### config.mk
export PLATFORM = sky130hd
export DESIGN_NAME = iir_mac_sched
export DESIGN_NICKNAME = d
export VERILOG_FILES = /design/src/rtl/iir_mac_sched.sv
export SDC_FILE = /design/constraint.sdc
export NUM_CORES = 1
export LEC_CHECK = 0
export ABC_CLOCK_PERIOD_IN_PS = 8900
export BUFFER_PORTS_ARGS = -buffer_cell sky130_fd_sc_hd__buf_2
export CAP_MARGIN = 20
export CORE_MARGIN = 2
export CORE_UTILIZATION = 45
export CTS_BUF_LIST = sky130_fd_sc_hd__clkbuf_2
export CTS_CLUSTER_SIZE = 14
export DETAILED_ROUTE_END_ITERATION = 7
export GPL_TIMING_DRIVEN = 0
export PLACE_DENSITY = 0.63
export RECOVER_POWER = 25
export SETUP_SLACK_MARGIN = 0.1
export SLEW_MARGIN = 15
export SYNTH_ARGS = -nofsm -noshare
export SYNTH_HDL_FRONTEND = slang
export SYNTH_SLANG_ARGS = --single-unit
### constraint.sdc
create_clock -name clk -period 8.9 [get_ports clk]
set_input_delay 0.445 -clock clk [delete_from_list [all_inputs] [get_ports clk]]
set_output_delay 0.445 -clock clk [all_outputs]
set_load 0.02 [all_outputs]
### src/rtl/iir_mac_sched.sv
// Second-order IIR section that runs five taps through one shared multiplier.
// Ports: clk, rst_n (async, active-high), in_* sample in, out_* sample out, cfg_* coefficient writes.
module iir_mac_sched #(
    parameter int DW   = 12,
    parameter int CW   = 12,
    parameter int FRAC = 10,
    parameter int AW   = 28
) (
    input  logic          clk,
    input  logic          rst_n,
    input  logic          in_valid,
    input  logic [DW-1:0] in_data,
    output logic          in_ready,
    output logic          out_valid,
    output logic [DW-1:0] out_data,
    output logic          sat_flag,
    output logic          busy,
    input  logic          flush,
    input  logic          cfg_we,
    input  logic [2:0]    cfg_addr,
    input  logic [CW-1:0] cfg_data,
    output logic          cfg_err
);

    typedef enum logic [1:0] {
        S_IDLE,
        S_MAC,
        S_OUT
    } state_t;

    localparam logic [CW-1:0] B0_RST = CW'(1024);
    localparam logic [CW-1:0] A1_RST = CW'(1911);
    localparam logic [CW-1:0] A2_RST = CW'(-986);

    localparam logic [AW-1:0] HALF =
        {{(AW-1){1'b0}}, 1'b1} << (FRAC-1);
    localparam logic signed [AW-1:0] YMAX =
        {{(AW-DW+1){1'b0}}, {(DW-1){1'b1}}};
    localparam logic signed [AW-1:0] YMIN =
        {{(AW-DW+1){1'b1}}, {(DW-1){1'b0}}};

    state_t state_q, state_d;
    logic [2:0] tap_q, tap_d;
    logic signed [AW-1:0] acc_q, acc_d;
    logic signed [DW-1:0] x0_q, x0_d, x1_q, x1_d, x2_q, x2_d;
    logic signed [DW-1:0] y1_q, y1_d, y2_q, y2_d;
    logic signed [CW-1:0] b0_q, b0_d, b1_q, b1_d, b2_q, b2_d;
    logic signed [CW-1:0] a1_q, a1_d, a2_q, a2_d;
    logic [DW-1:0] out_data_q, out_data_d;
    logic out_valid_q, out_valid_d;
    logic sat_q, sat_d;
    logic cfg_err_q, cfg_err_d;

    logic hs, cfg_ok, clamp;
    logic signed [CW-1:0] mul_c;
    logic signed [DW-1:0] mul_s, y_c;
    logic signed [DW+CW-1:0] prod;
    logic signed [AW-1:0] prod_ext, rnd, shr;

    assign in_ready  = (state_q == S_IDLE);
    assign busy      = (state_q != S_IDLE);
    assign out_valid = out_valid_q;
    assign out_data  = out_data_q;
    assign sat_flag  = sat_q;
    assign cfg_err   = cfg_err_q;

    assign hs     = in_valid & in_ready;
    assign cfg_ok = cfg_we & (state_q == S_IDLE) & ~hs;

    always_comb begin
        mul_c = '0;
        mul_s = '0;
        unique case (tap_q)
            3'd0: begin mul_c = b0_q; mul_s = x0_q; end
            3'd1: begin mul_c = b1_q; mul_s = x1_q; end
            3'd2: begin mul_c = b2_q; mul_s = x2_q; end
            3'd3: begin mul_c = a1_q; mul_s = y1_q; end
            3'd4: begin mul_c = a2_q; mul_s = y2_q; end
            default: begin mul_c = '0; mul_s = '0; end
        endcase
    end

    assign prod     = mul_c * mul_s;
    assign prod_ext = {{(AW-DW-CW){prod[DW+CW-1]}}, prod};

    // Round half up, then floor via arithmetic shift.
    assign rnd = acc_q + $signed(HALF);
    assign shr = rnd >>> FRAC;

    always_comb begin
        clamp = 1'b0;
        y_c   = shr[DW-1:0];
        if (shr > YMAX) begin
            clamp = 1'b1;
            y_c   = YMAX[DW-1:0];
        end else if (shr < YMIN) begin
            clamp = 1'b1;
            y_c   = YMIN[DW-1:0];
        end
    end

    always_comb begin
        state_d     = state_q;
        tap_d       = tap_q;
        acc_d       = acc_q;
        x0_d        = x0_q;
        x1_d        = x1_q;
        x2_d        = x2_q;
        y1_d        = y1_q;
        y2_d        = y2_q;
        b0_d        = b0_q;
        b1_d        = b1_q;
        b2_d        = b2_q;
        a1_d        = a1_q;
        a2_d        = a2_q;
        out_data_d  = out_data_q;
        out_valid_d = 1'b0;
        sat_d       = 1'b0;
        cfg_err_d   = cfg_we & ~cfg_ok & (cfg_addr < 3'd5);

        if (cfg_ok) begin
            case (cfg_addr)
                3'd0: b0_d = cfg_data;
                3'd1: b1_d = cfg_data;
                3'd2: b2_d = cfg_data;
                3'd3: a1_d = cfg_data;
                3'd4: a2_d = cfg_data;
                default: ;
            endcase
        end

        case (state_q)
            S_IDLE: begin
                if (hs) begin
                    x0_d    = in_data;
                    acc_d   = '0;
                    tap_d   = '0;
                    state_d = S_MAC;
                end else if (flush) begin
                    x1_d = '0;
                    x2_d = '0;
                    y1_d = '0;
                    y2_d = '0;
                end
            end
            S_MAC: begin
                acc_d = acc_q + prod_ext;
                tap_d = tap_q + 3'd1;
                if (tap_q == 3'd4) state_d = S_OUT;
            end
            S_OUT: begin
                out_data_d  = y_c;
                out_valid_d = 1'b1;
                sat_d       = clamp;
                x2_d        = x1_q;
                x1_d        = x0_q;
                y2_d        = y1_q;
                y1_d        = y_c;
                state_d     = S_IDLE;
            end
            default: state_d = S_IDLE;
        endcase
    end

    always_ff @(posedge clk or posedge rst_n) begin
        if (rst_n) begin
            state_q     <= S_IDLE;
            tap_q       <= '0;
            acc_q       <= '0;
            x0_q        <= '0;
            x1_q        <= '0;
            x2_q        <= '0;
            y1_q        <= '0;
            y2_q        <= '0;
            b0_q        <= B0_RST;
            b1_q        <= '0;
            b2_q        <= '0;
            a1_q        <= A1_RST;
            a2_q        <= A2_RST;
            out_data_q  <= '0;
            out_valid_q <= 1'b0;
            sat_q       <= 1'b0;
            cfg_err_q   <= 1'b0;
        end else begin
            state_q     <= state_d;
            tap_q       <= tap_d;
            acc_q       <= acc_d;
            x0_q        <= x0_d;
            x1_q        <= x1_d;
            x2_q        <= x2_d;
            y1_q        <= y1_d;
            y2_q        <= y2_d;
            b0_q        <= b0_d;
            b1_q        <= b1_d;
            b2_q        <= b2_d;
            a1_q        <= a1_d;
            a2_q        <= a2_d;
            out_data_q  <= out_data_d;
            out_valid_q <= out_valid_d;
            sat_q       <= sat_d;
            cfg_err_q   <= cfg_err_d;
        end
    end

endmodule

==> results.md, run 1 <==
* Status: finished, violations left
* Failing checks: capacitance limit, slew limit
* Initial antenna violation count at 1
* CP arrival at 9.13 ns
* Worst Max-Slew Pin Slew at 4.962 ns
* Hold crit path type: input pin to flop
* Vias in the first global route at 10710
* Adder-Cell Fraction of Synth Area at 32.50%
* # IOs at 49
* # rows at 64
* Total grt overflow at 0
* Max Cap Viol at 2
* Drt first pass iters at 7
* P&R area growth vs syn at 9.680%
* Fmax at 118.8 MHz
* Filler cells at 2840
* Gr busiest metal: met2
* Met3 Usage GRT at 4.773%
* Avg WL per Cell at 19.25 um
* CTS tree: yes
* Async set-or-reset flop fraction in the synthesized netlist at 100.0%
* Global-route wire length before repair at 59.51 mm
* Vias/cell at 5.493
* H-tree level count at 4
* EDFF count, synth at 0
* CP required at 9.61 ns
* Final setup fails at 0
* Fin crit period at 8.419 ns
* Post-Syn Area at 14170 um^2
* Fin crit share at 94.59%
* Core area at 30830 um^2
* Chip width at 181.4 um
* Synth top area share at 27.02%
* Syn avg cell area at 10.42 um^2
* XOR/XNOR Fraction of Synth Area at 2.473%
* DR vias at 10270
* Storage element area at 4224 um^2
* Syn Inst Count at 1359
* DRC Markers at 0
* Hold Violations, Final at 0
* Pin count of the biggest net entering global routing at 108
* GRT Util Overall at 23.31%
* Nets at 1752
* Port Buffers at 48
* CTS root buf: clkbuf_2
* Count of different cell masters after synthesis at 66
* Die footprint at 32920 um^2
* 1st-iter DRT viols at 632
* Clock Sinks at 168
* Rel. slew slack at -230.8%
* Worst Setup Start Kind: flop
* GR met2 Demand/Resource at 35.66%
* Post-synth top cells: inv_1 (203), fa_1 (180), dfrtp_1 (153)
* Crit-path max FO at 10
* Crit-path slowest cell: a222oi_1
* Count of state elements after synthesis at 168
* Compound-Gate Fraction of Synth Area at 12.13%
* Fin. max-slew vios at 171
* Synth warn at 0
* R2R Setup Slk at 0.48 ns
* Largest family of logic cells by synthesized area: adder cells
* Synth top area cells: dfrtp_1 (27%), fa_1 (25%), ha_1 (7.1%), mux2_2 (5.6%), inv_1 (5.4%)
* Setup tns final at 0 ns
* Setup CP Type: flop to flop
* CTS buffer count at 17
* Layout cell share with drive strength beyond 1 at 14.94%
* Worst hold slack at 0.1021 ns
* Routing usage on met1 at 34.35%
* CP Capture Type: flop
* Clock transition at the registers of the reported paths at 0.30 ns
* Max incr delay on CP at 0.56 ns
* Number of nets with antenna violations after detailed routing at 0
* Top_reg_cell synth: dfrtp_1
* Clock Latency Late Sink at 0.81 ns
* Sequential element share of the synthesized area at 29.81%
* Clock Tree Buf Depth at 2
* Most frequent CP cell: fa_1
* Initial core utilization at 45.95%
* Mux share of post-synthesis cell area at 5.723%
* Final WL at 35.99 mm
* Yosys top cell by area: dfrtp_1
* Top-count cell post-synth: inv_1
* Multi-input gate area at 8971 um^2
* Setup Skew at 0.05529 ns
* Synth Area in Simple Gates at 10.40%
* HPWL Detailed at 28.94 mm
* Die height at 181.4 um
* Syn nets at 1651
* RSZ-0062 raised after global routing: false
* Routability cong. at 0.9070
## cell type report
cell class	count	share of cell area, %
clock inverter	15	1.208
clock buffer	17	0.5475
antenna	1	0.01610
multi-input combinational	932	57.73
buffer	56	1.570
timing repair buffer	82	3.640
inverter	203	4.912
sequential	168	27.18
tap	396	3.189
## final timing paths
path	startpoint	end	depth (start not counted)
min reg2reg	out_data[8]	out_data[8]	2
max reg2reg	tap_q[2]	acc_q[21]	27
max	tap_q[2]	acc_q[21]	27
max in group asynchronous	rst_n	tap_q[0]	4
min	cfg_addr[1]	b1_q[11]	3
min in group asynchronous	rst_n	tap_q[1]	3
## layer usage
| layer | share of wire [%] | wire length, um | vias to the layer above |
|---|---|---|---|
| met4 | 1.7 | 609 | 0 |
| met5 | 0 | 0 | - |
| li1 | - | - | 4693 |
| met2 | 45 | 16120 | 335 |
| met3 | 7.1 | 2564 | 40 |
| met1 | 46 | 16690 | 5204 |
## flip-flops by register name, indices dropped and copies added (netlist names)
| register | count |
|---|---|
| a2_q | 12 |
| y2_q | 12 |
| b1_q | 12 |
| x2_q | 12 |
| cfg_err | 1 |
| x1_q | 12 |
| b2_q | 12 |
| x0_q | 12 |
| tap_q | 3 |
| acc_q | 28 |
| a1_q | 12 |
| b0_q | 12 |
| out_data | 12 |
| y1_q | 12 |
| sat_flag | 1 |
| out_valid | 1 |
| state_q | 2 |
## cells in the final DEF, fill, tap and decap left out, types with 19 or more instances in the layout
cell type        n
clkbuf_2        27
clkbuf_1        34
a22oi_1         23
a22o_1          37
buf_2           54
nor2_1         108
o21a_1          19
ha_1            80
fa_1           179
o21ai_0         36
dfrtp_1        152
nand2_1        134
mux2_2          70
a222oi_1        24
dlygate4sd3_1   28
xnor2_1         26
a21oi_1         21
inv_1          202
nand3_1         40
## logic make-up after synthesis
kind of cell,Yosys count
AO/OA/AOI/OAI,226
flip-flops,168
AND/OR/NAND/NOR,334
XOR/XNOR,40
multiplexers,72
buffers and inverters,259
adder cells (fa/ha/maj),260
## repair_timing
action	CTS	global route
endpoints found under the hold margin	134	1
gates resized for setup	5	33
endpoints found under the setup margin	7	7
buffers inserted	0	4
hold buffers	27	1
pin swaps	0	4
## critical path, delay by kind of cell (launching register included)
family,cells,cell delay [ns]
and+or+nand+nor,4,0.98
DFF,1,0.48
xor gates and xnor gates,1,0.25
adders and majority gates,8,3.75
buffers and inverters,7,1.07
AOI/OAI and AO/OA,7,1.79
## per-stage QoR
stage	instance area, um^2	cells	setup WS, ns	utilization (%)
after floorplan	14170	1359	1.308	-
after global placement	14900	1803	-0.1171	48.34
after detailed placement	14940	1804	-0.2021	48.45
after CTS	15490	1863	0.1595	50.24
after global routing	15540	1870	0.1294	50.40
final	15540	1870	0.4814	50.40
Power of run 1 is left out: the tool's default activity adds up to more than one toggle a clock period on the data nets, which glitch-free logic cannot reach.
==> inputs of run 2 (changes only) <==
- ABC_AREA: not set -> 1
==> run 2 against run 1 <==
Against the previous run:
- the flow still finishes with violations (capacitance limit, slew limit)
- critical endpoint is now acc_q[17]
- utilization is 0.88 points lower
- clock skew shrank 0.018 ns
- register-to-register slack better by 0.62 ns
- synthesized area grew 3.2%
==> results.md, run 2 <==
* Nets at 2071
* Die footprint at 33960 um^2
* Clock transition at the registers of the reported paths at 0.27 ns
* Failing checks: capacitance limit, slew limit
* Avg WL per Cell at 17.26 um
* Die height at 184.3 um
* Crit-path slowest cell: nor4_2
* Layout cell share with drive strength beyond 1 at 10.10%
* Synth top area share at 26.18%
* # IOs at 49
* Hold Violations, Final at 0
* CTS buffer count at 17
* Status: finished, violations left
* Number of nets with antenna violations after detailed routing at 0
* H-tree level count at 4
* Setup CP Type: flop to flop
* Count of different cell masters after synthesis at 50
* Top_reg_cell synth: dfrtp_1
* CP Capture Type: flop
* Final WL at 38.58 mm
* CTS tree: yes
* Sequential element share of the synthesized area at 28.87%
* RSZ-0062 raised after global routing: false
* CP required at 9.58 ns
* Syn nets at 1975
* Setup Skew at 0.03685 ns
* Routability cong. at 0.9585
* # rows at 66
* Total grt overflow at 0
* Initial antenna violation count at 1
* Fin crit share at 87.60%
* Rel. slew slack at -198.4%
* Worst Setup Start Kind: flop
* Post-Syn Area at 14630 um^2
* Chip width at 184.3 um
* Max Cap Viol at 2
* Setup tns final at 0 ns
* Post-CTS sizing at 0
* Fmax at 128.3 MHz
* Synth warn at 0
* Crit-path max FO at 10
* Vias/cell at 5.178
* Max incr delay on CP at 0.76 ns
* Max FFs per register at 28
* Vias in the first global route at 11600
* Commonest cells after routing, fill and taps aside: inv_1 (321), nand2_1 (294), fa_1 (180)
* Core area at 32290 um^2
* Syn Inst Count at 1683
* CP arrival at 8.48 ns
* Multi-input gate area at 8845 um^2
* Drt first pass iters at 5
* Filler cells at 3128
* Clock Sinks at 168
* Count of state elements after synthesis at 168
* Top-count cell post-synth: inv_1
* Synth top area cells: dfrtp_1 (26%), fa_1 (25%), inv_1 (8.3%), nand2_1 (7.5%), ha_1 (6.8%)
* Worst Max-Slew Pin Slew at 4.476 ns
* GRT Util Overall at 24.15%
* Initial core utilization at 45.30%
* EDFF count, synth at 0
* Fin crit period at 7.796 ns
* Clock Latency Late Sink at 0.79 ns
* Syn avg cell area at 8.691 um^2
* Post-synth top cells: inv_1 (322), nand2_1 (294), fa_1 (180)
* Final setup fails at 0
* Clock Tree Buf Depth at 2
* Yosys top cell by area: dfrtp_1
* P&R area growth vs syn at 9.324%
* Largest Register: acc_q
* HPWL Detailed at 30.50 mm
* DR vias at 11570
* Global-route wire length before repair at 62.91 mm
* Fin. max-slew vios at 171
* Hold crit path type: input pin to flop
* Async set-or-reset flop fraction in the synthesized netlist at 100.0%
* Most common cell after layout, fill and taps aside: inv_1
* Pin count of the biggest net entering global routing at 86
* 1st-iter DRT viols at 913
* Storage element area at 4223 um^2
* Port Buffers at 48
* DRC Markers at 0
* CTS root buf: clkbuf_2
==> run 2: cell count changes after synthesis, moves of 23 or more <==
cell      change
nor2_1       +63
nand2_1     +160
o21ai_0      +67
a222oi_1     -24
a21oi_1      +27
a22oi_1      -23
inv_1       +119
a22o_1       -25
mux2_2       -70
o22ai_1      +60
==> run 2: critical path, delay by kind of cell, from the launching register on <==
family                   cells  cell delay (ns)
AO/OA/AOI/OAI                4             0.44
AND/OR/NAND/NOR              7             1.66
buffers and inverters        8             1.24
adder cells (fa/ha/maj)      9             3.89
flip-flops                   1             0.47
==> run 2: through the flow <==
| step | cells | hold WS (ns) | utilization (%) | setup slack (ns) | area (um^2) |
|---|---|---|---|---|---|
| finish | 2235 | 0.1460 | 49.52 | 1.104 | 15990 |
| global placement | 2173 | 0.4639 | 47.76 | 1.254 | 15420 |
| detailed placement | 2174 | 0.4727 | 47.86 | 1.215 | 15450 |
| CTS | 2234 | 0.1022 | 49.59 | 1.183 | 16010 |
| floorplan | 1683 | 0.4490 | - | 2.587 | 14630 |
| global route | 2235 | 0.1301 | 49.52 | 0.6730 | 15990 |
==> run 2: cell families (layout without fill, tap and decap cells) <==
family,Yosys count,count (layout),share of synthesized area [%]
buffers and inverters,394,503,10.72
AO/OA/AOI/OAI,258,258,10.24
adder cells (fa/ha/maj),260,260,31.48
XOR/XNOR,19,19,1.138
AND/OR/NAND/NOR,584,584,17.55
other,0,1,0
flip-flops,168,168,28.87
==> run 2: repair_timing <==
action / CTS / global route
hold endpoints to repair: 156 / 0
setup buffers: 0 / 0
hold buffers: 28 / 0
==> run 2: path summary, 6_finish.rpt <==
kind | endpoint | cells after the start | slack (ns) | startpoint
min in group asynchronous | x1_q[5] | 3 | 1.30 | rst_n
max | acc_q[17] | 28 | 1.10 | tap_q[0]
max reg2reg | acc_q[17] | 28 | 1.10 | tap_q[0]
max in group asynchronous | b1_q[11] | 4 | 2.24 | rst_n
min reg2reg | a1_q[5] | 2 | 0.51 | a1_q[5]
min | b1_q[8] | 5 | 0.15 | cfg_addr[2]
==> run 2: cell type report <==
class	instances	share of cell area, %
Antenna cell	1	0.01565
Buffer	56	1.870
Clock buffer	18	0.5634
Clock inverter	14	1.158
Inverter	338	7.942
Multi-Input combinational cell	1121	55.31
Sequential cell	168	26.41
Tap cell	442	3.459
Timing Repair Buffer	77	3.271
==> run 2: metal layers <==
metal  vias up  part of all wire [%]  global-route usage, %  wire length [um]
li1       5434                     -                      -                 -
met1      5785                    46                  35.38             17620
met2       321                    46                  37.74             17880
met3        33                   6.2                  3.893              2397
met4         0                   1.8                  5.696               688
met5         -                     0                      0                 0
Power of run 2 is left out for the same reason.
